<file path="config.mk">
export PLATFORM = sky130hd
export DESIGN_NAME = serial_adder
export DESIGN_NICKNAME = d
export VERILOG_FILES = /design/src/rtl/serial_adder.sv
export SDC_FILE = /design/constraint.sdc
export NUM_CORES = 1
export LEC_CHECK = 0
export ABC_CLOCK_PERIOD_IN_PS = 1300
export CORE_MARGIN = 2
export CORE_UTILIZATION = 44
export DETAILED_ROUTE_END_ITERATION = 8
export PLACE_DENSITY = 0.72
export SKIP_CTS_REPAIR_TIMING = 1
export SLEW_MARGIN = 15
export SYNTH_ARGS = -nofsm -noshare
export SYNTH_HDL_FRONTEND = slang
export SYNTH_HIERARCHICAL = 1
export SYNTH_SLANG_ARGS = --single-unit
</file>
<file path="constraint.sdc">
create_clock -name clk -period 1.3 [get_ports clk]
set_clock_uncertainty 0.2 [all_clocks]
set_input_delay 0.26 -clock clk [delete_from_list [all_inputs] [get_ports clk]]
set_output_delay 0.26 -clock clk [all_outputs]
set_load 0.005 [all_outputs]
</file>
<file path="src/rtl/serial_adder.sv">
// serial_adder: bit-serial N-bit adder built from one full-adder slice and a
// carry flop. Operands are captured on an accepted start, processed LSB-first
// one bit per clock, and the result appears N cycles after the start edge.
//
// Handshake: start is sampled only while the block is accepting (IDLE or
// DONE). busy is high for exactly the N processing cycles. done is a single
// cycle pulse, and sum_out/cout (and ovf) are valid from that cycle until the
// next accepted start completes.
//
// Optional build macro SERIAL_ADDER_OVF_EN adds the ovf output, the signed
// two's-complement overflow of the last result.

// One-bit full adder slice.
module full_adder (
  input  logic a,
  input  logic b,
  input  logic ci,
  output logic s,
  output logic co
);
  assign s  = a ^ b ^ ci;
  assign co = (a & b) | (ci & (a ^ b));
endmodule

module serial_adder #(
  parameter int N = 8
) (
  input  logic         clk,
  input  logic         rst,
  input  logic         start,
  input  logic [N-1:0] a_in,
  input  logic [N-1:0] b_in,
  input  logic         cin,
  output logic         busy,
  output logic         done,
  output logic [N-1:0] sum_out,
  output logic         cout,
  output logic [1:0]   dbg_state
`ifdef SERIAL_ADDER_OVF_EN
  ,
  output logic         ovf
`endif
);

  localparam int CW = (N > 1) ? $clog2(N) : 1;

  typedef enum logic [1:0] {
    IDLE  = 2'd0,
    SHIFT = 2'd1,
    DONE  = 2'd2
  } state_t;

  state_t         state;
  state_t         state_next;
  logic [N-1:0]   a_sr;
  logic [N-1:0]   b_sr;
  logic [N-2:0]   res;       // sum bits collected so far (the newest bit is not yet stored)
  logic [N-1:0]   shifted;   // result register after this cycle's bit is shifted in
  logic           carry;
  logic [CW-1:0]  cnt;
  logic           slice_sum;
  logic           slice_cout;
  logic           accept;
  logic           last_bit;

  full_adder u_slice (
    .a  (a_sr[0]),
    .b  (b_sr[0]),
    .ci (carry),
    .s  (slice_sum),
    .co (slice_cout)
  );

  assign accept    = start && ((state == IDLE) || (state == DONE));
  assign last_bit  = (state == SHIFT) && (cnt == CW'(N - 1));
  assign shifted   = {slice_sum, res};
  assign dbg_state = state;

  // State register.
  always_ff @(posedge clk) begin
    if (rst) begin
      state <= IDLE;
    end else begin
      state <= state_next;
    end
  end

  // Next-state logic: a start in DONE re-enters SHIFT with no idle gap.
  always_comb begin
    state_next = state;
    case (state)
      IDLE:    if (start) state_next = SHIFT;
      SHIFT:   if (last_bit) state_next = DONE;
      DONE:    state_next = start ? SHIFT : IDLE;
      default: state_next = IDLE;
    endcase
  end

  // Datapath: operand capture, bit-serial shift/add and result latching.
  always_ff @(posedge clk) begin
    if (rst) begin
      busy    <= 1'b0;
      done    <= 1'b0;
      sum_out <= '0;
      cout    <= 1'b0;
      a_sr    <= '0;
      b_sr    <= '0;
      res     <= '0;
      carry   <= 1'b0;
      cnt     <= '0;
`ifdef SERIAL_ADDER_OVF_EN
      ovf     <= 1'b0;
`endif
    end else begin
      busy <= (state_next == SHIFT);
      done <= (state_next == DONE);
      if (accept) begin
        a_sr  <= a_in;
        b_sr  <= b_in;
        carry <= cin;
        cnt   <= '0;
      end else if (state == SHIFT) begin
        a_sr  <= a_sr >> 1;
        b_sr  <= b_sr >> 1;
        res   <= shifted[N-1:1];
        carry <= slice_cout;
        cnt   <= cnt + CW'(1);
        if (last_bit) begin
          sum_out <= shifted;
          cout    <= slice_cout;
`ifdef SERIAL_ADDER_OVF_EN
          // carry still holds the carry into the MSB slice during the last bit
          ovf     <= carry ^ slice_cout;
`endif
        end
      end
    end
  end

endmodule

</file>
# After elaboration in Yosys (flattened, before gate mapping)
# Index checks and enable logic that the tools add are counted.
# totals
regBits,40
output_inout_bits,13
# classes
n_addsub,1
eq_ne,5
mux,10
bitwise_logic,6
reduce_logical,8
# op_table
cell,count
8-bit two-way mux,4
2-bit case mux with 3 select lines,1
"2-bit by 1-bit == test with 1-bit output, second input constant",2
"2-bit == test, second input constant",2
2-bit two-way mux,2
"3-bit by 1-bit adder with 3-bit output, second input constant",1
"3-bit == test, second input constant",1
1-bit two-way mux,3
3-bit AND reduction,1
1-bit AND,2
1-bit logical AND,2
2-bit logical NOT,1
2-bit AND reduction,1
2-bit nonzero test,1
2-bit OR reduction,1
1-bit XOR,2
1-bit logical OR,1
1-bit NOT,1
1-bit OR,1

# Logic depth before layout (Yosys ltp)
# Gate-level depths: netlist of run 1.
# depth
word_depth,5
ltp_mapped,6

# Hierarchy
# The synthesis of run 1 kept the hierarchy.
# by_module_without_submodules
mod,instances,cells_each,area_per_inst_um2
serial_adder,1,174,1545.2
full_adder,1,1,20.0

# Worst setup path after synthesis of run 1
# OpenSTA, ideal clock, no wires.
# synth_path
path_kind,register to register
start,register cnt[0]
end,register sum_out[7]
setup_ns,0.132
t_arrival_ns,1.103
slack_ns,-0.135
path_stages_with_launch,7
period_less_slack_ns,1.435
path_cell_list,dfxtp_1 ha_1 ha_1 and3b_1 buf_2 nand2_1 a21oi_1
# synth_between
elab_chain_len,3
# synth_rtl
element,line,text
from (decl),60,logic [CW-1:0] cnt;
from (signal assigned),127,cnt <= cnt + CW'(1);
3-bit == test,75,assign last_bit = (state == SHIFT) && (cnt == CW'(N - 1));
1-bit logical AND,75,
3-bit AND reduction (no source line),--,
to (signal assigned),129,sum_out <= shifted;
to (decl),36,"output logic [N-1:0] sum_out,"
# No other way between the ends.
# A chain may end at the register's enable or synchronous reset.

# Final worst setup path of run 1
# layout_path
start,register state[0] (netlist: dbg_state[0])
end,register b_sr[1]
# layout_between
elab_chain_len,4
# layout_rtl
element,line,text
from (decl),53,state_t state;
from (signal assigned),84,state <= state_next;
2-bit == test or 2-bit logical NOT (tied branches),74,assign accept = start && ((state == IDLE) || (state == DONE));
1-bit logical OR,74,
1-bit logical AND,74,
8-bit two-way mux or 2-bit nonzero test (tied branches),--,
to (signal assigned),119,b_sr <= b_in;
to (signal assigned),124,b_sr <= b_sr >> 1;
to (decl),56,logic [N-1:0] b_sr;
# Parallel ways exist; a longest one is shown, timed or not.

==> results of run 1 <==
-- synth_stat cells (2+ instances only) --
cell type and number:
sky130_fd_sc_hd__a22oi_1 15, sky130_fd_sc_hd__nand3_1 17, sky130_fd_sc_hd__mux2i_1 2, sky130_fd_sc_hd__nand2b_1 2
sky130_fd_sc_hd__dfxtp_1 40, sky130_fd_sc_hd__buf_4 4, sky130_fd_sc_hd__buf_6 2, sky130_fd_sc_hd__clkbuf_1 4
sky130_fd_sc_hd__nand2_1 34, sky130_fd_sc_hd__ha_1 2, sky130_fd_sc_hd__a21oi_1 33, sky130_fd_sc_hd__nor3_1 2
sky130_fd_sc_hd__buf_2 5, sky130_fd_sc_hd__nor2_1 4
-- flip-flops by register name (all words and copies together) (netlist names) --
register / flops
a_sr: 8
dbg_state: 2
done: 1
busy: 1
cnt: 3
b_sr: 8
cout: 1
res: 7
carry: 1
sum_out: 8
-- layout make-up --
| class | count | area, um2 | area share [%] |
|---|---|---|---|
| multi-input cells | 119 | 935 | 36.7 |
| flip-flops and latches | 40 | 822 | 32.2 |
| repair buffers | 61 | 674 | 26.4 |
| well taps | 46 | 57.6 | 2.26 |
| clock buffers | 6 | 51.3 | 2.01 |
| clock inverters | 2 | 10.0 | 0.393 |
-- critical path: cells and delay by family (launching register included) --
family | cells | cell delay, ps
compound gates | 2 | 290
flops | 1 | 380
simple gates | 1 | 310
buf+inv | 2 | 240
-- stage by stage --
stage                     hold slack [ps]  cells  power (mW)  cell area [um2]
final                                 260    274        2.52             2550
after global routing                  250    274        2.62             2550
after CTS                             250    259        2.30             2110
after detailed placement              249    251        1.65             2050
after global placement                242    251        1.64             2050
after floorplan                       196    175        1.51             1600
-- power by group through the flow --
stage	registers, mW	logic (mW)	clock network, mW
detailed placement	1.33	0.320	0
finish	1.32	0.518	0.686
floorplan	1.33	0.183	0
global route	1.32	0.545	0.751
CTS	1.30	0.321	0.673
global placement	1.33	0.311	0
-- worst max path at each step --
| stage | depth (start not counted) | endpoint | slack, ps |
|---|---|---|---|
| 2_1_floorplan | 6 | sum_out[7] | -50 |
| 3_3_place_gp | 5 | a_sr[3] | -270 |
| 3_5_place_dp | 5 | a_sr[6] | -300 |
| 4_1_cts | 1 | dbg_state[1] | -450 |
| 5_1_grt | 5 | b_sr[1] | -230 |
| 6_report | 5 | b_sr[1] | -220 |
-- logic make-up (layout without fill, tap and decap cells) --
| kind of cell | after synthesis | after routing | synth area share [%] |
|---|---|---|---|
| multiplexers | 2 | 2 | 1.28 |
| flip-flops | 40 | 40 | 51.2 |
| adder cells (fa/ha/maj) | 3 | 3 | 2.88 |
| buffers and inverters | 16 | 69 | 7.19 |
| XOR/XNOR | 1 | 1 | 0.560 |
| AND/OR/NAND/NOR | 64 | 64 | 18.7 |
| AO/OA/AOI/OAI | 49 | 49 | 18.2 |
-- routing by layer --
metal	share of wire (%)	wire length, um	vias up	global-route usage (%)
met5	0	0	-	0
met4	2.4	111	0	8.97
met3	6.2	282	12	4.29
met2	52	2400	62	28.0
met1	39	1790	718	20.0
li1	-	-	714	-
==> out/qor.tcl, run 1 <==
set qor(vias_per_cell) 5.50
set qor(min_delay_path_depth) 2
set qor(crit_chain) {buf_6 > and2b_4 > buf_12 > a22oi_2 > a21oi_1}
set qor(timing_worst_setup_path_type) {reg -> reg}
set qor(post_synth_num_cell_types) 23
set qor(power.sequential.fraction_pct) 52.2
set qor(syn-num-nets) 198
set qor(cts.sink_count) 40
set qor(io_pins) 33
set qor(synthesis.instances) 175
set qor(antenna_found_initial) 0
set qor(final_common_cell) {sky130_fd_sc_hd__nand2_1}
set qor(static-leakage-power_nw) 0.988
set qor(cts.root.buffer_cell) {sky130_fd_sc_hd__clkbuf_4}
set qor(tritoncts) {done}
set qor(max_cap_viol_count) 0
set qor(gp_routability_congestion) 0.754
set qor(rows) 21
set qor(timing_worst_slew_pin_value_ps) 245
set qor(min-delay-path-class) {reg -> reg}
set qor(finalCriticalPeriod_ps) 1520
set qor(ff2ff_path_depth) 5
set qor(worst_r2r_endpoint) {b_sr[1]}
set qor(intPower_mw) 1.81
set qor(worstReg2RegStart) {dbg_state[0]}
set qor(critical_path_peak_fanout) 5
set qor(cts_buffers) 5
set qor(core_area_um2) 3390
set qor(num-nets-final) 250
set qor(grt_setup_unrepaired) {yes}
set qor(antenna_left) 0
set qor(pin_count_of_the_biggest_net_entering_global_routing) 32
set qor(worst-endpoint-arrival_ps) 1590
set qor(initial_core_utilization_pct) 46.2
set qor(share_comb_of_total_power_pct) 20.6
set qor(netlist_top_cells_area) {sky130_fd_sc_hd__dfxtp_1 (51%), sky130_fd_sc_hd__a21oi_1 (11%), sky130_fd_sc_hd__nand2_1 (8.2%), sky130_fd_sc_hd__a22oi_1 (7.2%), sky130_fd_sc_hd__nand3_1 (5.4%)}
set qor(clk_path_buf_depth) 2
set qor(synth_edf_count) 0
set qor(via_count) 1506
set qor(power-per-cell-area_nw_per_um2) 989
set qor(ir_drop_mv) 0.586
set qor(clock_power_share_pct) 27.2
set qor(fraction_of_final_layout_cells_with_drive_strength_greater_than_1_pct) 53.5
set qor(setup_viol) 40
set qor(start_kind) {register}
set qor(wirelength_um) 4580
set qor(cpMaxStageDelayCell) {sky130_fd_sc_hd__dfxtp_4}
set qor(place.port_buffers) 32
set qor(grt.overflow.total) 0
set qor(synth.yosys.seq_area_share_pct) 51.2
set qor(p_sw_uw) 709
set qor(wire_length_of_the_first_global_routing_pass_um) 5320
set qor(grt_pass1_vias) 1259
set qor(cts.htree.levels) 2
set qor(tns_ps) -4450
set qor(swShare_pct) 28.1
set qor(die_area_um2) 4050
set qor(avgRoutedWirePerCell_um) 16.7
set qor(synthesis.yosys.warnings) 6
set qor(run_status) {complete, but fails checks}
set qor(fillers) 215
set qor(dr.first_iter.drc_count) 70
set qor(drc) 0
set qor(layout.cells.most_common_list) {sky130_fd_sc_hd__nand2_1 (26), sky130_fd_sc_hd__dfxtp_1 (25), sky130_fd_sc_hd__clkdlybuf4s50_1 (19)}
set qor(post_synth_arst_share_pct) 0
set qor(post-synth-top-area-cell) {sky130_fd_sc_hd__dfxtp_1}
set qor(worst_setup_startpoint) {dbg_state[0]}
set qor(cp_data_required_time_ps) 1370
set qor(report.final.slew_viol_count) 0
set qor(detailedRoute.firstPassIterationCount) 4
set qor(portion_of_the_clock_cycle_consumed_by_the_worst_path_in_the_final_layout_pct) 117
set qor(place_ws_ps) -301
set qor(fmaxAchievable_ghz) 0.660
set qor(min_to) {sum_out[0]}
set qor(synth_top_area_share_pct) 51.2
set qor(critical_path_max_stage_delay_ps) 380
set qor(clock_latency_ps) 370
set qor(diodes) 0
set qor(fin_util_pct) 75.2
set qor(ys_ff_latch) 40
set qor(post_synth_instance_area_um2) 1570
set qor(place.detailed.hpwl_um) 2260
set qor(synth_flop_cell) {sky130_fd_sc_hd__dfxtp_1}
set qor(hp_start) {sum_out[0]}
set qor(hold_violations) 0
set qor(groute.usage.overall_pct) 16.9
set qor(path_clk_slew_ps) 120
set qor(dieHeight_um) 63.6
set qor(setup.worst_path.end_class) {register}
set qor(slew_headroom_pct) 83.6
set qor(synthToLayoutAreaGrowth_pct) 62.9
set qor(final_critical_path_setup_slack_ps) -216
set qor(synth_area_per_cell_um2) 8.94
set qor(r2r_slack_ps) -220
set qor(violations_in_the_final_reports) {negative setup slack}
set qor(die_x_um) 63.6
(Power assumes the default switching activity.)
==> run 2: changes to the inputs <==
--- a/config.mk
+++ b/config.mk
@@ -6,7 +6,6 @@
 export NUM_CORES = 1
 export LEC_CHECK = 0
 export ABC_CLOCK_PERIOD_IN_PS = 1300
-export CORE_MARGIN = 2
 export CORE_UTILIZATION = 44
 export DETAILED_ROUTE_END_ITERATION = 8
 export PLACE_DENSITY = 0.72
==> run 2 against run 1 <==
  * The run still ends with negative setup slack left
  * Critical path depth did not move
  * Hold slack worse by 14 ps
  * Clock power grew 25%
  * Count of clock-buffer cells in the layout fell by 1
==> out/qor.tcl, run 2 (synthesis gave the netlist of run 1 again) <==
set qor(dieHeight_um) 61.6 ;# -3.1%
set qor(antenna_found_initial) 0 ;# unchanged
set qor(fin_area_um2) 2330 ;# -8.6%
set qor(start_kind) {register}
set qor(drc) 0 ;# unchanged
set qor(final_critical_path_setup_slack_ps) -119 ;# +97.1 ps
set qor(dpl-instance-area_um2) 2010 ;# -2.1%
set qor(ir_drop_mv) 0.824 ;# +41%
set qor(core_area_um2) 3360 ;# -0.78%
set qor(cts.htree.levels) 2 ;# unchanged
set qor(min-delay-path-class) {in -> reg}
set qor(place_ws_ps) -331 ;# -30.4 ps
set qor(critical_path_peak_fanout) 6 ;# +1
set qor(min_to) {a_sr[7]}
set qor(grt_setup_unrepaired) {yes}
set qor(initial_core_utilization_pct) 46.5 ;# +0.36 points
set qor(report.final.slew_viol_count) 0 ;# unchanged
set qor(cts.root.buffer_cell) {sky130_fd_sc_hd__clkbuf_4}
set qor(rows) 21 ;# unchanged
set qor(vias_per_cell) 5.33 ;# -3.1%
set qor(tritoncts) {done}
set qor(worstReg2RegStart) {dbg_state[0]}
set qor(layout.cells.non_filler) 262 ;# -4.4%
set qor(gp_routability_congestion) 0.742 ;# -1.7%
set qor(timing_worst_setup_path_type) {reg -> reg}
set qor(num-nets-final) 238 ;# -4.8%
set qor(clock_latency_ps) 360 ;# about the same
set qor(grt.overflow.total) 0 ;# unchanged
set qor(power_mw) 2.59 ;# +2.8%
set qor(static-leakage-power_nw) 0.858 ;# -13%
set qor(power-per-cell-area_nw_per_um2) 1110 ;# +12%
set qor(hp_start) {a_in[7]}
set qor(worst-endpoint-arrival_ps) 1510 ;# -80 ps
set qor(final_common_cell) {sky130_fd_sc_hd__nand2_1}
set qor(hold_violations) 0 ;# unchanged
set qor(via_count) 1396 ;# -7.3%
set qor(max_cap_viol_count) 0 ;# unchanged
set qor(die_x_um) 61.6 ;# -3.1%
set qor(slew_headroom_pct) 89.2 ;# +5.6 points
set qor(fin_util_pct) 69.3 ;# -5.9 points
set qor(worst_r2r_endpoint) {b_sr[0]}
set qor(grt_pass1_vias) 1169 ;# -7.1%
set qor(avgRoutedWirePerCell_um) 14.8 ;# -12%
set qor(setup_viol) 32 ;# -20%
set qor(place.port_buffers) 32 ;# unchanged
set qor(largestRegisters) {a_sr x8, b_sr x8, sum_out x8}
set qor(place.detailed.hpwl_um) 2180 ;# -3.7%
set qor(violations_in_the_final_reports) {negative setup slack}
set qor(setup.worst_path.end_class) {register}
set qor(io_pins) 33 ;# unchanged
set qor(placedCellCount) 247 ;# -1.6%
set qor(cts_buffers) 5 ;# unchanged
set qor(clk_path_buf_depth) 2 ;# unchanged
set qor(wire_length_of_the_first_global_routing_pass_um) 5180 ;# -2.7%
set qor(cp_data_required_time_ps) 1400 ;# +30 ps
set qor(wirelength_um) 3870 ;# -16%
set qor(run_status) {complete, but fails checks}
set qor(fmaxAchievable_ghz) 0.705 ;# +6.8%
set qor(groute.usage.overall_pct) 19.0 ;# +2.1 points
set qor(detailedRoute.firstPassIterationCount) 4 ;# unchanged
set qor(finalCriticalPeriod_ps) 1420 ;# -97.1 ps
set qor(dr.first_iter.drc_count) 52 ;# -26%
set qor(portion_of_the_clock_cycle_consumed_by_the_worst_path_in_the_final_layout_pct) 109 ;# -7.5 points
set qor(fraction_of_final_layout_cells_with_drive_strength_greater_than_1_pct) 38.0 ;# -16 points
set qor(r2r_slack_ps) -120 ;# +100 ps
set qor(synthToLayoutAreaGrowth_pct) 48.9
set qor(timing_worst_slew_pin_value_ps) 161 ;# -84.3 ps
set qor(path_clk_slew_ps) 130 ;# about the same
set qor(min_delay_path_depth) 3 ;# +1
set qor(die_area_um2) 3800 ;# -6.2%
set qor(ff2ff_path_depth) 5 ;# unchanged
set qor(cts.sink_count) 40 ;# unchanged
set qor(layout.cells.most_common_list) {sky130_fd_sc_hd__nand2_1 (32), sky130_fd_sc_hd__a21oi_1 (28), sky130_fd_sc_hd__dfxtp_1 (25)}
set qor(antenna_left) 0 ;# unchanged
set qor(pin_count_of_the_biggest_net_entering_global_routing) 31 ;# -3.1%
set qor(diodes) 0 ;# unchanged
## run 2: changes by cell type in the layout (fill, tap and decap cells not counted), moves of 2 or more
cell                       previous run  this run
sky130_fd_sc_hd__nand2_1             26        32
sky130_fd_sc_hd__buf_2                2         0
sky130_fd_sc_hd__clkinv_2             2         0
sky130_fd_sc_hd__a21oi_2             17         5
sky130_fd_sc_hd__nand3_2              9         0
sky130_fd_sc_hd__buf_4               10         3
sky130_fd_sc_hd__clkbuf_2            11         8
sky130_fd_sc_hd__buf_6                5         9
sky130_fd_sc_hd__buf_12               8         6
sky130_fd_sc_hd__nand2_4              6         1
sky130_fd_sc_hd__nand3_1              8        17
sky130_fd_sc_hd__a21oi_1             16        28
## run 2: per-layer routing
metal | GRT usage (%) | vias up | part of all wire, %
met2 | 30.7 | 47 | 50
li1 | - | 688 | -
met1 | 22.6 | 652 | 41
met5 | 0 | - | 0
met3 | 6.72 | 9 | 5.3
met4 | 8.57 | 0 | 3.2
## run 2: metrics by stage
stage,setup TNS [ps],hold slack [ps]
2_1_floorplan,-404,196
3_3_place_gp,-5960,242
3_5_place_dp,-7030,247
4_1_cts,-6500,232
5_1_grt,-4470,237
6_report,-2530,246
## run 2: how the worst max path moves through the flow
stage                 startpoint  depth (start not counted)            to
finish              dbg_state[0]                          5       b_sr[0]
global route        dbg_state[0]                          5       b_sr[0]
CTS                 dbg_state[1]                          1  dbg_state[1]
detailed placement         start                          5       a_sr[6]
global placement           start                          5       a_sr[1]
floorplan                 cnt[0]                          6    sum_out[7]
## run 2: cell type report
| type | instances | area (um2) |
|---|---|---|
| fill | 278 | 1030 |
| sequential | 40 | 822 |
| multi-input combinational | 119 | 806 |
| timing repair buffer | 49 | 562 |
| tap | 46 | 57.6 |
| clock inverter | 3 | 46.3 |
| clock buffer | 5 | 37.5 |
## run 2: worst max-delay path, stage by stage, from the launching register on
cell and delay (ps):
sky130_fd_sc_hd__dfxtp_4 380, sky130_fd_sc_hd__buf_6 110, sky130_fd_sc_hd__and2b_4 300, sky130_fd_sc_hd__clkbuf_16 170, sky130_fd_sc_hd__a22oi_2 50, sky130_fd_sc_hd__a21oi_1 140
## run 2: power breakdown
part,switching (mW),internal (mW),total (mW)
logic,0.192,0.230,0.421
clock network,0.449,0.411,0.860
registers,0.0365,1.27,1.31
total,0.677,1.91,2.59
